`config.mk`:
```
export PLATFORM = sky130hd
export DESIGN_NAME = fetch_unit
export DESIGN_NICKNAME = d
export VERILOG_FILES = /design/src/rtl/mips_pkg.sv /design/src/rtl/next_pc_logic.sv /design/src/rtl/fetch_unit.sv
export SDC_FILE = /design/constraint.sdc
export NUM_CORES = 1
export LEC_CHECK = 0
export CORE_MARGIN = 2
export CORE_UTILIZATION = 40
export DETAILED_ROUTE_END_ITERATION = 12
export HOLD_SLACK_MARGIN = 0.1
export PLACE_DENSITY = 0.81
export SYNTH_ARGS = -nofsm -noshare
export SYNTH_HDL_FRONTEND = slang
export SYNTH_SLANG_ARGS = --single-unit
```
`constraint.sdc`:
```
create_clock -name clk -period 3.1 [get_ports clk]
set_input_delay 0.31 -clock clk [delete_from_list [all_inputs] [get_ports clk]]
set_output_delay 0.31 -clock clk [all_outputs]
set_load 0.05 [all_outputs]
```
`src/rtl/mips_pkg.sv`:
```
// Shared fetch-path types: FSM states, jump encodings and reset PC default.
package mips_pkg;

  typedef enum logic [1:0] {
    ST_IDLE  = 2'd0,
    ST_FETCH = 2'd1,
    ST_HOLD  = 2'd2,
    ST_HALT  = 2'd3
  } fetch_state_e;

  localparam logic [1:0]  JUMP_NONE        = 2'b00;
  localparam logic [1:0]  JUMP_J           = 2'b01;
  localparam logic [1:0]  JUMP_JR          = 2'b10;
  localparam logic [31:0] RESET_PC_DEFAULT = 32'h0000_0000;

endpackage

```
`src/rtl/next_pc_logic.sv`:
```
// Combinational next-PC selection for an accepted instruction.
// Priority: jr, j, taken branch, sequential; all arithmetic wraps modulo 2^32.
module next_pc_logic
  import mips_pkg::*;
(
  input  logic [31:0] instr_pc,
  input  logic [25:0] instr_idx,
  input  logic        pc_src,
  input  logic [1:0]  jump,
  input  logic [31:0] jr_target,
  output logic [31:0] next_pc,
  output logic        jr_misaligned
);

  logic [31:0] pc4;
  logic [31:0] br_off;

  assign pc4    = instr_pc + 32'd4;
  assign br_off = {{14{instr_idx[15]}}, instr_idx[15:0], 2'b00};

  always_comb begin
    next_pc       = pc4;
    jr_misaligned = 1'b0;
    // Reserved jump encoding falls through to the branch/sequential path.
    if (jump == JUMP_JR) begin
      next_pc       = jr_target;
      jr_misaligned = (jr_target[1:0] != 2'b00);
    end else if (jump == JUMP_J) begin
      next_pc = {pc4[31:28], instr_idx, 2'b00};
    end else if (pc_src) begin
      next_pc = pc4 + br_off;
    end
  end

endmodule

```
`src/rtl/fetch_unit.sv`:
```
// Single-outstanding instruction fetch FSM: IDLE -> FETCH -> HOLD -> FETCH ..., HALT on misaligned jr.
// Holds PC, presented instruction and retired counter; next PC comes from next_pc_logic.
module fetch_unit
  import mips_pkg::*;
#(
  parameter logic [31:0] RESET_PC = RESET_PC_DEFAULT
) (
  input  logic        clk,
  input  logic        rst_n,
  output logic        imem_req,
  output logic [31:0] imem_addr,
  input  logic        imem_ack,
  input  logic [31:0] imem_rdata,
  output logic [31:0] instr,
  output logic [31:0] instr_pc,
  output logic        instr_valid,
  input  logic        instr_ready,
  input  logic        pc_src,
  input  logic [1:0]  jump,
  input  logic [31:0] jr_target,
  output logic        fault,
  output logic [31:0] retired
);

  fetch_state_e state_q, state_d;
  logic [31:0]  pc_q, pc_d;
  logic [31:0]  instr_q, instr_d;
  logic [31:0]  instr_pc_q, instr_pc_d;
  logic         fault_q, fault_d;
  logic [31:0]  retired_q, retired_d;
  logic [31:0]  next_pc;
  logic         jr_misaligned;
  logic         accept;

  next_pc_logic u_next_pc (
    .instr_pc      (instr_pc_q),
    .instr_idx     (instr_q[25:0]),
    .pc_src        (pc_src),
    .jump          (jump),
    .jr_target     (jr_target),
    .next_pc       (next_pc),
    .jr_misaligned (jr_misaligned)
  );

  assign accept = (state_q == ST_HOLD) && instr_ready;

  always_comb begin
    state_d    = state_q;
    pc_d       = pc_q;
    instr_d    = instr_q;
    instr_pc_d = instr_pc_q;
    fault_d    = fault_q;
    retired_d  = retired_q;
    case (state_q)
      ST_IDLE: state_d = ST_FETCH;
      ST_FETCH: begin
        if (imem_ack) begin
          instr_d    = imem_rdata;
          instr_pc_d = pc_q;
          state_d    = ST_HOLD;
        end
      end
      ST_HOLD: begin
        if (accept) begin
          retired_d = retired_q + 32'd1;
          if (jr_misaligned) begin
            fault_d = 1'b1;
            state_d = ST_HALT;
          end else begin
            pc_d    = next_pc;
            state_d = ST_FETCH;
          end
        end
      end
      ST_HALT: state_d = ST_HALT;
      default: state_d = ST_IDLE;
    endcase
  end

  always_ff @(posedge clk or negedge rst_n) begin
    if (!rst_n) begin
      state_q    <= ST_IDLE;
      pc_q       <= RESET_PC;
      instr_q    <= 32'd0;
      instr_pc_q <= 32'd0;
      fault_q    <= 1'b0;
      retired_q  <= 32'd0;
    end else begin
      state_q    <= state_d;
      pc_q       <= pc_d;
      instr_q    <= instr_d;
      instr_pc_q <= instr_pc_d;
      fault_q    <= fault_d;
      retired_q  <= retired_d;
    end
  end

  assign imem_req    = (state_q == ST_FETCH);
  assign imem_addr   = pc_q;
  assign instr_valid = (state_q == ST_HOLD);
  assign instr       = instr_q;
  assign instr_pc    = instr_pc_q;
  assign fault       = fault_q;
  assign retired     = retired_q;

endmodule

```
## Word level (Yosys, flattened, before mapping)

Index checks and enable logic that the tools add are counted.

| word-level totals | value |
|---|---|
| output and inout port bits | 131 |
| bits in registers | 131 |
| word-level logic and storage cells | 33 |

| cells by class | value |
|---|---|
| bitwise gates (word level) | 1 |
| equality and inequality tests | 7 |
| muxes and demuxes | 8 |
| add/sub/neg operators | 3 |
| reductions and logical operators | 8 |

Operators by type and width:

| kind | count |
|---|---|
| $mux 32 | 3 |
| $add 32x1->32 const B | 1 |
| $add 32x3->32 const B | 1 |
| $add 32x32->32 | 1 |
| $pmux 2 s4 | 1 |
| $eq 2x2->1 const B | 3 |
| $mux 2 | 3 |
| $reduce_and 2->1 | 3 |
| $reduce_and 3->1 | 2 |
| $eq 2x1->1 const B | 2 |
| $ne 2x1->1 const B | 2 |
| $logic_not 2->1 | 1 |
| $reduce_bool 2->1 | 1 |
| $logic_and 1x1->1 | 1 |
| $mux 1 | 1 |
| $not 1->1 | 1 |

## Logic depth before layout (Yosys ltp)

Gate-level depths: netlist of the first run.

| depth | value |
|---|---|
| word-level depth | 5 |
| mapped depth | 17 |
| mapped depth without buffers | 16 |

## Cells and area by module

Synthesis of the first run repeated with hierarchy kept, for this count alone.

| second synthesis, totals | value |
|---|---|
| cell total of the unflattened synthesis | 836 |
| area, all modules | 8435.6 µm² |

Modules (own cells, without submodules):

| module | cells each | instances | sequential area each (µm²) | area an instance (µm²) |
|---|---|---|---|---|
| fetch_unit | 337 | 1 | 3278.1 | 5119.9 |
| next_pc_logic | 499 | 1 | 0.0 | 3315.7 |

## Worst setup path after synthesis of the first run

Ideal clock, no wire load.

| path | value |
|---|---|
| path type | reg2reg |
| start | register instr_pc_q[4], in the netlist instr_pc[4] |
| end | register pc_q[28], in the netlist imem_addr[28] |
| period minus slack after synthesis | 3.882 ns |
| library setup time | 0.143 ns |
| path slack | -0.782 ns |
| arrival time | 3.739 ns |
| cell stages (with the launch flop) | 17 |
| cell sequence | dfrtp_1 -> and4_1 -> and3_1 -> buf_4 -> nand4_1 -> nor2_1 -> xor2_1 -> ha_1 -> a21oi_1 -> o211ai_1 -> a21o_1 -> a31o_2 -> a211oi_1 -> nor4_1 -> mux2i_1 -> a2111oi_0 -> a211oi_1 |

| between the ends | value |
|---|---|
| longest elaborated chain between the ends | 5 |

RTL lines:

| element | RTL line | text |
|---|---|---|
| start: declaration | fetch_unit.sv:28 | `logic [31:0] instr_pc_q, instr_pc_d;` |
| start signal: assignment | fetch_unit.sv:92 | `instr_pc_q <= instr_pc_d;` |
| $add 32x3->32 * | next_pc_logic.sv:18 | `assign pc4 = instr_pc + 32'd4;` |
| $add 32x32->32 | next_pc_logic.sv:31 | `next_pc = pc4 + br_off;` |
| $mux 32 | next_pc_logic.sv:30 | `end else if (pc_src) begin` |
| $mux 32 * | next_pc_logic.sv:28 | `end else if (jump == JUMP_J) begin` |
| $mux 32 * | next_pc_logic.sv:25 | `if (jump == JUMP_JR) begin` |
| end signal: assignment | fetch_unit.sv:90 | `pc_q <= pc_d;` |
| end: declaration | fetch_unit.sv:26 | `logic [31:0] pc_q, pc_d;` |

Every way passes the cells marked *; elsewhere a longest branch is shown, timed or not.
A chain may end at the register's enable or synchronous reset.

## Final worst setup path of the first run

| path | value |
|---|---|
| start | register instr_pc_q[4], in the netlist instr_pc[4] |
| end | register pc_q[24], in the netlist imem_addr[24] |

| between the ends | value |
|---|---|
| longest elaborated chain between the ends | 5 |

RTL lines:

| element | RTL line |
|---|---|
| $add 32x3->32 * | next_pc_logic.sv:18 |
| $add 32x32->32 | next_pc_logic.sv:31 |
| $mux 32 * | next_pc_logic.sv:30 |
| $mux 32 * | next_pc_logic.sv:28 |
| $mux 32 * | next_pc_logic.sv:25 |

Marks and branches as above.

==> flow_metrics.env, run 1 <==
export IMPL_ir_drop_mv=0.602
export IMPL_pre_cts_setup_slack_ps=-310
export IMPL_first_global_vias=8279
export IMPL_synthXorXnorAreaFrac=0.0922
export IMPL_wl_um=30000
export IMPL_placement_cell_area_um2=11200
export IMPL_leakagePower_nw=5.56
export IMPL_crit_fanout=4
export IMPL_synth_adder_area_share=0.0621
export IMPL_final_layout_size_suffix_gt1_frac=0.284
export IMPL_route_detailed_drc=0
export IMPL_yosys_register_bits=131
export IMPL_area_growth_synth_to_final_pct=56.5
export IMPL_max_freq_mhz=289
export IMPL_worst_slew_pin_transition_ps=883
export IMPL_detail_routed_net_length_per_standard_cell_um=20.9
export IMPL_clockPowerShare=0.206
export IMPL_core_um2=19500
export IMPL_synthesis_area_um2=7980
export IMPL_synth_yosys_seq_area_share=0.411
export IMPL_finalHoldViolCount=0
export IMPL_final_design_area_no_fill_um2=12500
export IMPL_number_of_antenna_violations_at_the_first_check_in_global_routing=3
export IMPL_comb_power_frac=0.549
export IMPL_largest_family_of_logic_cells_by_synthesized_area="compound AO/OA/AOI/OAI gates"
export IMPL_syn_inst=828
export IMPL_rsz0062_at_grt="yes"
export IMPL_dr_total_vias=8052
export IMPL_synth_compound_gate_area_share=0.155
export IMPL_cts_inserted_buffers=17
export IMPL_worstSetupStartpoint="instr_pc[4]$_DFFE_PN0P_"
export IMPL_nets=1266
export IMPL_ctsRootBufferMaster="sky130_fd_sc_hd__clkbuf_16"
export IMPL_initialDrtViolationCount=636
export IMPL_timing_final_ws_setup_ps=-362
export IMPL_clk_transition_reported_paths_ps=60
export IMPL_detailedRoute_firstPassIterationCount=7
export IMPL_synth_cell_types=56
export IMPL_startpoint_type="flop"
export IMPL_globalRouteTotalUtil=0.273
export IMPL_report_power_total_mw=10.7
export IMPL_place_hpwl_um=21400
export IMPL_swShare=0.441
export IMPL_worst_skew_pair_late_latency_ps=430
export IMPL_synth_async_sr_flop_share=1.00
export IMPL_synth_edff_count=0
export IMPL_number_of_h_tree_levels=4
export IMPL_cts_tree="done"
export IMPL_die_area_um2=21100
export IMPL_fp_dieW_um=145
export IMPL_routabilityCongestion=0.949
export IMPL_timing_critical_path_to_type="flop"
export IMPL_power_frac_seq=0.245
export IMPL_synth_mux_area_fraction=0.105
export IMPL_pwr_cell_area_nw_per_um2=853
export IMPL_internal_power_mw=5.96
export IMPL_grt_max_degree=59
export IMPL_p_sw_mw=4.70
export IMPL_synth_fp_nets=938
export IMPL_cp_slowest_cell="sky130_fd_sc_hd__dfrtp_2"
export IMPL_crit_type="reg -> reg"
export IMPL_timing_final_max_slew_violations=0
export IMPL_rr_startpoint="instr_pc[4]$_DFFE_PN0P_"
export IMPL_starting_density=0.409
export IMPL_crit_path_cell_trace="and4_4, and3_4, nand4_1, nor2_2, xor2_1, ha_1, a21oi_2, o211ai_1, a21o_1, a31o_4, a211oi_4, buf_4, buf_6, o31ai_2, xor2_1, nand2_1, a31oi_1"
export IMPL_row_count=51
export IMPL_clock_skew_final_ps=9.77
export IMPL_timing_critical_path_slowest_cell_delay_ps=360
export IMPL_finalCritPeriodShare=1.12
export IMPL_cts_root_to_sink_buffers=2
export IMPL_die_h_um=145
export IMPL_worst_path_buf_inv=2
export IMPL_required_time_of_the_critical_path_ps=3450
export IMPL_finalWorstPathRequiredPeriod_ps=3460
export IMPL_grt_first_pass_wirelength_um=45400
export IMPL_tritoncts_num_sinks=131
export IMPL_ys_dominant_reg_cell="sky130_fd_sc_hd__dfrtp_1"
export IMPL_post_synth_cell_area_avg_um2=9.64
export IMPL_i_o_pin_count=202
export IMPL_slew_limit_headroom=0.411
export IMPL_path_delay_family="compound AO/OA/AOI/OAI gates"
export IMPL_viasPerCell=5.61
export IMPL_grt_ovfl_total=0
export IMPL_setup_viol=18
export IMPL_finalHoldWorstSlack_ps=418
export IMPL_drv_cap=0
export IMPL_post_synth_and_or_nand_nor_area_fraction=0.154
export IMPL_drt_antenna_violating_nets=0
export IMPL_violated_checks="negative setup slack"
export IMPL_synthesis_yosys_warnings=0
export IMPL_port_buffers=201
export IMPL_cp_data_arrival_time_ps=3810
export IMPL_result_of_the_run="complete, but fails checks"
export IMPL_type_of_the_tightest_min_delay_check="in -> async"
export IMPL_critical_path_top_cell_by_count="sky130_fd_sc_hd__xor2_1"
[cells in the mapped netlist, types with 2 or more instances]
master                      instances  area share
sky130_fd_sc_hd__nand3_1           33       0.021
sky130_fd_sc_hd__a31oi_1            3      0.0024
sky130_fd_sc_hd__nand4_1           20       0.016
sky130_fd_sc_hd__a211oi_1           9      0.0085
sky130_fd_sc_hd__nor2b_1            8      0.0063
sky130_fd_sc_hd__a221oi_1           2      0.0022
sky130_fd_sc_hd__a221o_1            4      0.0050
sky130_fd_sc_hd__and3_1            16       0.013
sky130_fd_sc_hd__nor3_1             7      0.0044
sky130_fd_sc_hd__a21boi_0           2      0.0019
sky130_fd_sc_hd__or2_2              2      0.0016
sky130_fd_sc_hd__o31ai_1            2      0.0019
sky130_fd_sc_hd__nor2_1            63       0.030
sky130_fd_sc_hd__o21bai_1           4      0.0038
sky130_fd_sc_hd__a21oi_1           69       0.043
sky130_fd_sc_hd__mux2i_1            7      0.0088
sky130_fd_sc_hd__dfrtp_1          131        0.41
sky130_fd_sc_hd__o211ai_1          11       0.010
sky130_fd_sc_hd__a22oi_1            4      0.0038
sky130_fd_sc_hd__o21ai_1            3      0.0019
sky130_fd_sc_hd__o21ai_0           46       0.029
sky130_fd_sc_hd__a311oi_1           3      0.0033
sky130_fd_sc_hd__nand2b_1           5      0.0039
sky130_fd_sc_hd__clkbuf_1          29       0.014
sky130_fd_sc_hd__o221ai_1           3      0.0033
sky130_fd_sc_hd__xor2_1            27       0.030
sky130_fd_sc_hd__o41ai_1            3      0.0033
sky130_fd_sc_hd__o21a_1             5      0.0047
sky130_fd_sc_hd__o22ai_1            5      0.0039
sky130_fd_sc_hd__a21o_1             9      0.0085
sky130_fd_sc_hd__ha_1              38       0.060
sky130_fd_sc_hd__xnor2_1           57       0.063
sky130_fd_sc_hd__buf_4              2      0.0019
sky130_fd_sc_hd__a32oi_1            2      0.0022
sky130_fd_sc_hd__nor4_1             2      0.0016
sky130_fd_sc_hd__or3_1              5      0.0039
sky130_fd_sc_hd__nand2_1           80       0.038
sky130_fd_sc_hd__mux2_2            68       0.096
sky130_fd_sc_hd__inv_1             12      0.0056
sky130_fd_sc_hd__a2111oi_0          2      0.0022
sky130_fd_sc_hd__nand3b_1           2      0.0019
sky130_fd_sc_hd__and4_1             6      0.0066
sky130_fd_sc_hd__and2_1             4      0.0031
[layout make-up]
cell class,instances,area (um2)
timing repair buffer,340,3090
sequential,131,3290
clock inverter,11,174
multi-input combinational,654,5090
clock buffer,21,460
fill,1536,7040
inverter,12,45.0
antenna,2,5.00
tap,265,332
[worst reg2reg max path: cells and delay by family, from the launching register on]
family                     cells  cell delay (ps)
AOI/OAI and AO/OA              7             1140
DFF                            1              360
adders and majority gates      1              300
xor gates and xnor gates       2              410
buffers and inverters          2              250
and+or+nand+nor                5              920
[cell families after synthesis]
kind of cell	count (synthesis)
compound gates	199
mux	75
fa+ha+maj	39
simple gates	257
flops	131
buf+inv	43
xor+xnor	84
[through the flow]
step,instances,utilization,TNS (ps)
2_1_floorplan,828,-,-2430
3_3_place_gp,1385,0.573,-1660
3_5_place_dp,1385,0.573,-2780
4_1_cts,1428,0.617,-2620
5_1_grt,1435,0.640,-6450
6_report,1436,0.640,-4050
[power by group through the flow]
| stage | sequential, mW | combinational (mW) | clock [mW] |
|---|---|---|---|
| after detailed placement | 2.60 | 5.30 | 0 |
| after floorplan | 3.98 | 1.70 | 0 |
| final | 2.61 | 5.86 | 2.20 |
| after global routing | 2.66 | 6.17 | 2.28 |
| after CTS | 2.58 | 5.47 | 2.21 |
| after global placement | 2.59 | 5.24 | 0 |
[sequential cells by signal, indices dropped and copies added, names as in the netlist]
name,count
retired,32
state_q,2
imem_addr,32
fault,1
instr,32
instr_pc,32
[placed cells by master (no fill, tap or decap), types with 6 or more instances in the layout]
cell | Yosys | layout
sky130_fd_sc_hd__a211oi_1 | 9 | 7
sky130_fd_sc_hd__a21o_1 | 9 | 9
sky130_fd_sc_hd__a21oi_1 | 69 | 54
sky130_fd_sc_hd__a21oi_2 | 0 | 12
sky130_fd_sc_hd__and3_1 | 16 | 12
sky130_fd_sc_hd__buf_4 | 2 | 131
sky130_fd_sc_hd__buf_6 | 0 | 7
sky130_fd_sc_hd__clkbuf_16 | 0 | 17
sky130_fd_sc_hd__clkdlybuf4s50_1 | 0 | 200
sky130_fd_sc_hd__dfrtp_1 | 131 | 121
sky130_fd_sc_hd__dfrtp_2 | 0 | 10
sky130_fd_sc_hd__ha_1 | 38 | 30
sky130_fd_sc_hd__ha_4 | 0 | 6
sky130_fd_sc_hd__inv_1 | 12 | 12
sky130_fd_sc_hd__mux2_2 | 68 | 67
sky130_fd_sc_hd__mux2i_1 | 7 | 7
sky130_fd_sc_hd__nand2_1 | 80 | 74
sky130_fd_sc_hd__nand3_1 | 33 | 29
sky130_fd_sc_hd__nand4_1 | 20 | 20
sky130_fd_sc_hd__nor2_1 | 63 | 60
sky130_fd_sc_hd__nor2b_1 | 8 | 8
sky130_fd_sc_hd__o211ai_1 | 11 | 11
sky130_fd_sc_hd__o21ai_0 | 46 | 30
sky130_fd_sc_hd__o21ai_1 | 3 | 7
sky130_fd_sc_hd__o21ai_2 | 0 | 9
sky130_fd_sc_hd__xnor2_1 | 57 | 45
sky130_fd_sc_hd__xnor2_2 | 0 | 11
sky130_fd_sc_hd__xor2_1 | 27 | 25
[final timing paths]
kind                            slack [ps]                   endpoint  cells past startpoint
worst max-delay path                  -360  imem_addr[24]$_DFFE_PN0P_                     17
max in group asynchronous             1780  imem_addr[11]$_DFFE_PN0P_                      3
min in group clk                       450     state_q[1]$_DFFE_PN0P_                      3
worst min-delay path                   420    retired[29]$_DFFE_PN0P_                      2
worst min register to register         460          fault$_DFFE_PN0P_                      1
worst max register to register        -360  imem_addr[24]$_DFFE_PN0P_                     17
[layer usage]
layer / global-route usage / part of all wire
met1: 0.340 / 0.40
met5: 0 / 0.00043
met4: 0.125 / 0.039
met2: 0.442 / 0.47
met3: 0.0758 / 0.088
[timing repair]
| item | 4_1_cts | 5_1_grt |
|---|---|---|
| hold endpoints to repair | 55 | 0 |
| hold buffers | 1 | 0 |
| buffers inserted | 10 | 12 |
| setup endpoints to repair | 18 | 21 |
| pin swaps | 20 | 62 |
| gates resized for setup | 31 | 71 |
(Power assumes the default switching activity.)
==> run 2: changes to the inputs <==
--- a/config.mk
+++ b/config.mk
@@ -7,9 +7,11 @@
 export LEC_CHECK = 0
 export CORE_MARGIN = 2
 export CORE_UTILIZATION = 40
+export CTS_BUF_LIST = sky130_fd_sc_hd__clkbuf_8
 export DETAILED_ROUTE_END_ITERATION = 12
 export HOLD_SLACK_MARGIN = 0.1
 export PLACE_DENSITY = 0.81
+export RECOVER_POWER = 25
 export SYNTH_ARGS = -nofsm -noshare
 export SYNTH_HDL_FRONTEND = slang
 export SYNTH_SLANG_ARGS = --single-unit
==> run 2 against run 1 <==
Against the previous run:
- the flow finishes with violations (max-capacitance violations, max-slew violations, negative setup slack)
- first-iteration DRC count is 6.1% lower
- power is 6.1% lower
- sequential share of layout area is 0.75 points higher
- sequential cell count stayed put
- global-route usage is 0.18 points lower
- utilization is 1.8 points lower
- hold slack hardly changed
- clock skew hardly changed
- critical path type unchanged
- largest cell class unchanged
==> flow_metrics.env, run 2 (synthesized netlist as in run 1, its figures left out) <==
export IMPL_holdCritStartpoint="imem_ack"
export IMPL_wl_um=29600
export IMPL_report_power_total_mw=10.0
export IMPL_critical_path_reg2reg_endpoint="imem_addr[30]$_DFFE_PN0P_"
export IMPL_routabilityCongestion=0.949
export IMPL_fp_dieW_um=145
export IMPL_core_um2=19500
export IMPL_globalRouteTotalUtil=0.271
export IMPL_final_antenna_diode_count=0
export IMPL_max_freq_mhz=288
export IMPL_startpoint_type="flop"
export IMPL_tritoncts_num_sinks=131
export IMPL_placement_cell_area_um2=11200
export IMPL_place_hpwl_um=21400
export IMPL_r2r_worst_path_cells=15
export IMPL_detailedRoute_firstPassIterationCount=5
export IMPL_most_common_layout_cells="sky130_fd_sc_hd__clkdlybuf4s50_1 (200), sky130_fd_sc_hd__buf_4 (123), sky130_fd_sc_hd__dfrtp_1 (121)"
export IMPL_rr_startpoint="instr_pc[4]$_DFFE_PN0P_"
export IMPL_required_time_of_the_critical_path_ps=3500
export IMPL_utilization=0.622
export IMPL_clk_transition_reported_paths_ps=80
export IMPL_timing_final_max_slew_violations=59
export IMPL_result_of_the_run="complete, but fails checks"
export IMPL_drt_antenna_violating_nets=0
export IMPL_final_design_area_no_fill_um2=12100
export IMPL_slew_limit_headroom=-0.0524
export IMPL_ctsRootBufferMaster="sky130_fd_sc_hd__clkbuf_8"
export IMPL_nets=1259
export IMPL_grt_first_pass_wirelength_um=45100
export IMPL_finalHoldWorstSlack_ps=417
export IMPL_die_h_um=145
export IMPL_finalCritPeriodShare=1.12
export IMPL_clock_skew_final_ps=9.61
export IMPL_detail_routed_net_length_per_standard_cell_um=20.7
export IMPL_crit_fanout=4
export IMPL_dr_total_vias=8014
export IMPL_cts_root_to_sink_buffers=2
export IMPL_timing_critical_path_to_type="flop"
export IMPL_final_layout_size_suffix_gt1_frac=0.274
export IMPL_first_global_vias=8269
export IMPL_placed_cells=1385
export IMPL_type_of_the_tightest_min_delay_check="in -> reg"
export IMPL_worstHoldEndpoint="state_q[1]$_DFFE_PN0P_"
export IMPL_crit_type="reg -> reg"
export IMPL_violated_checks="max-capacitance violations, max-slew violations, negative setup slack"
export IMPL_grt_ovfl_total=0
export IMPL_finalWorstPathRequiredPeriod_ps=3470
export IMPL_drv_cap=1
export IMPL_cts_tree="done"
export IMPL_route_detailed_drc=0
export IMPL_row_count=51
export IMPL_setup_viol=19
export IMPL_timing_final_ws_setup_ps=-372
export IMPL_area_growth_synth_to_final_pct=52.2
export IMPL_finalNonFillerCells=1427
export IMPL_leakagePower_nw=5.43
export IMPL_number_of_antenna_violations_at_the_first_check_in_global_routing=3
export IMPL_tns_ps=-4110
export IMPL_cp_data_arrival_time_ps=3870
export IMPL_ir_drop_mv=0.625
export IMPL_port_buffers=201
export IMPL_die_area_um2=21100
export IMPL_pwr_cell_area_nw_per_um2=825
export IMPL_worst_skew_pair_late_latency_ps=460
export IMPL_rsz0062_at_grt="yes"
export IMPL_number_of_h_tree_levels=4
export IMPL_worstSetupStartpoint="instr_pc[4]$_DFFE_PN0P_"
export IMPL_min_delay_path_depth=3
export IMPL_initialDrtViolationCount=597
export IMPL_cts_inserted_buffers=17
export IMPL_i_o_pin_count=202
export IMPL_grt_max_degree=59
export IMPL_pre_cts_setup_slack_ps=-310
export IMPL_finalHoldViolCount=0
export IMPL_starting_density=0.409
export IMPL_final_common_cell="sky130_fd_sc_hd__clkdlybuf4s50_1"
export IMPL_timing_reg2reg_setup_slack_ps=-370
export IMPL_worst_slew_pin_transition_ps=1580
export IMPL_viasPerCell=5.62
[run 2: how the worst max path moves through the flow]
stage,endpoint,slack [ps],depth (start not counted)
3_5_place_dp,imem_addr[31]$_DFFE_PN0P_,-310,16
4_1_cts,imem_addr[20]$_DFFE_PN0P_,-200,16
6_report,imem_addr[30]$_DFFE_PN0P_,-370,15
2_1_floorplan,imem_addr[28]$_DFFE_PN0P_,-440,16
5_1_grt,imem_addr[30]$_DFFE_PN0P_,-540,15
3_3_place_gp,imem_addr[27]$_DFFE_PN0P_,-230,16
[run 2: repair_timing]
| item | CTS | global route |
|---|---|---|
| setup buffers | 7 | 6 |
| hold buffers | 1 | 0 |
| resized for setup | 30 | 60 |
| pin swaps | 27 | 43 |
| endpoints found under the hold margin | 55 | 0 |
| setup endpoints to repair | 18 | 20 |
[run 2: cell type report]
type | count | area (um2)
Fill cell | 1611 | 7380
Multi-Input combinational cell | 654 | 5010
Sequential cell | 131 | 3290
Timing Repair Buffer | 333 | 3030
Tap cell | 265 | 332
Clock buffer | 19 | 262
Clock inverter | 13 | 181
Inverter | 12 | 45.0
[run 2: per-layer routing]
layer / global-route usage / wire (um)
met1: 0.343 / 11900
met2: 0.435 / 13800
met3: 0.0695 / 2630
met4: 0.127 / 1200
met5: 0 / 13
[run 2: where the power goes]
| part | switching, mW | internal (mW) |
|---|---|---|
| logic | 3.37 | 2.39 |
| clock network | 0.732 | 0.920 |
| registers | 0.479 | 2.12 |
| total | 4.58 | 5.43 |
[run 2: critical path, cell delays in order, from the launching register on]
cell and delay, ps:
sky130_fd_sc_hd__dfrtp_2 370, sky130_fd_sc_hd__and4_4 230, sky130_fd_sc_hd__and3_4 200, sky130_fd_sc_hd__nand4_1 160, sky130_fd_sc_hd__nor2_2 210, sky130_fd_sc_hd__nand3_1 190, sky130_fd_sc_hd__xnor2_2 190, sky130_fd_sc_hd__ha_1 340
sky130_fd_sc_hd__a21oi_1 190, sky130_fd_sc_hd__o21ai_1 120, sky130_fd_sc_hd__or2_4 250, sky130_fd_sc_hd__o211ai_1 300, sky130_fd_sc_hd__a21oi_1 110, sky130_fd_sc_hd__o211ai_1 230, sky130_fd_sc_hd__mux2i_1 210, sky130_fd_sc_hd__o21a_1 120
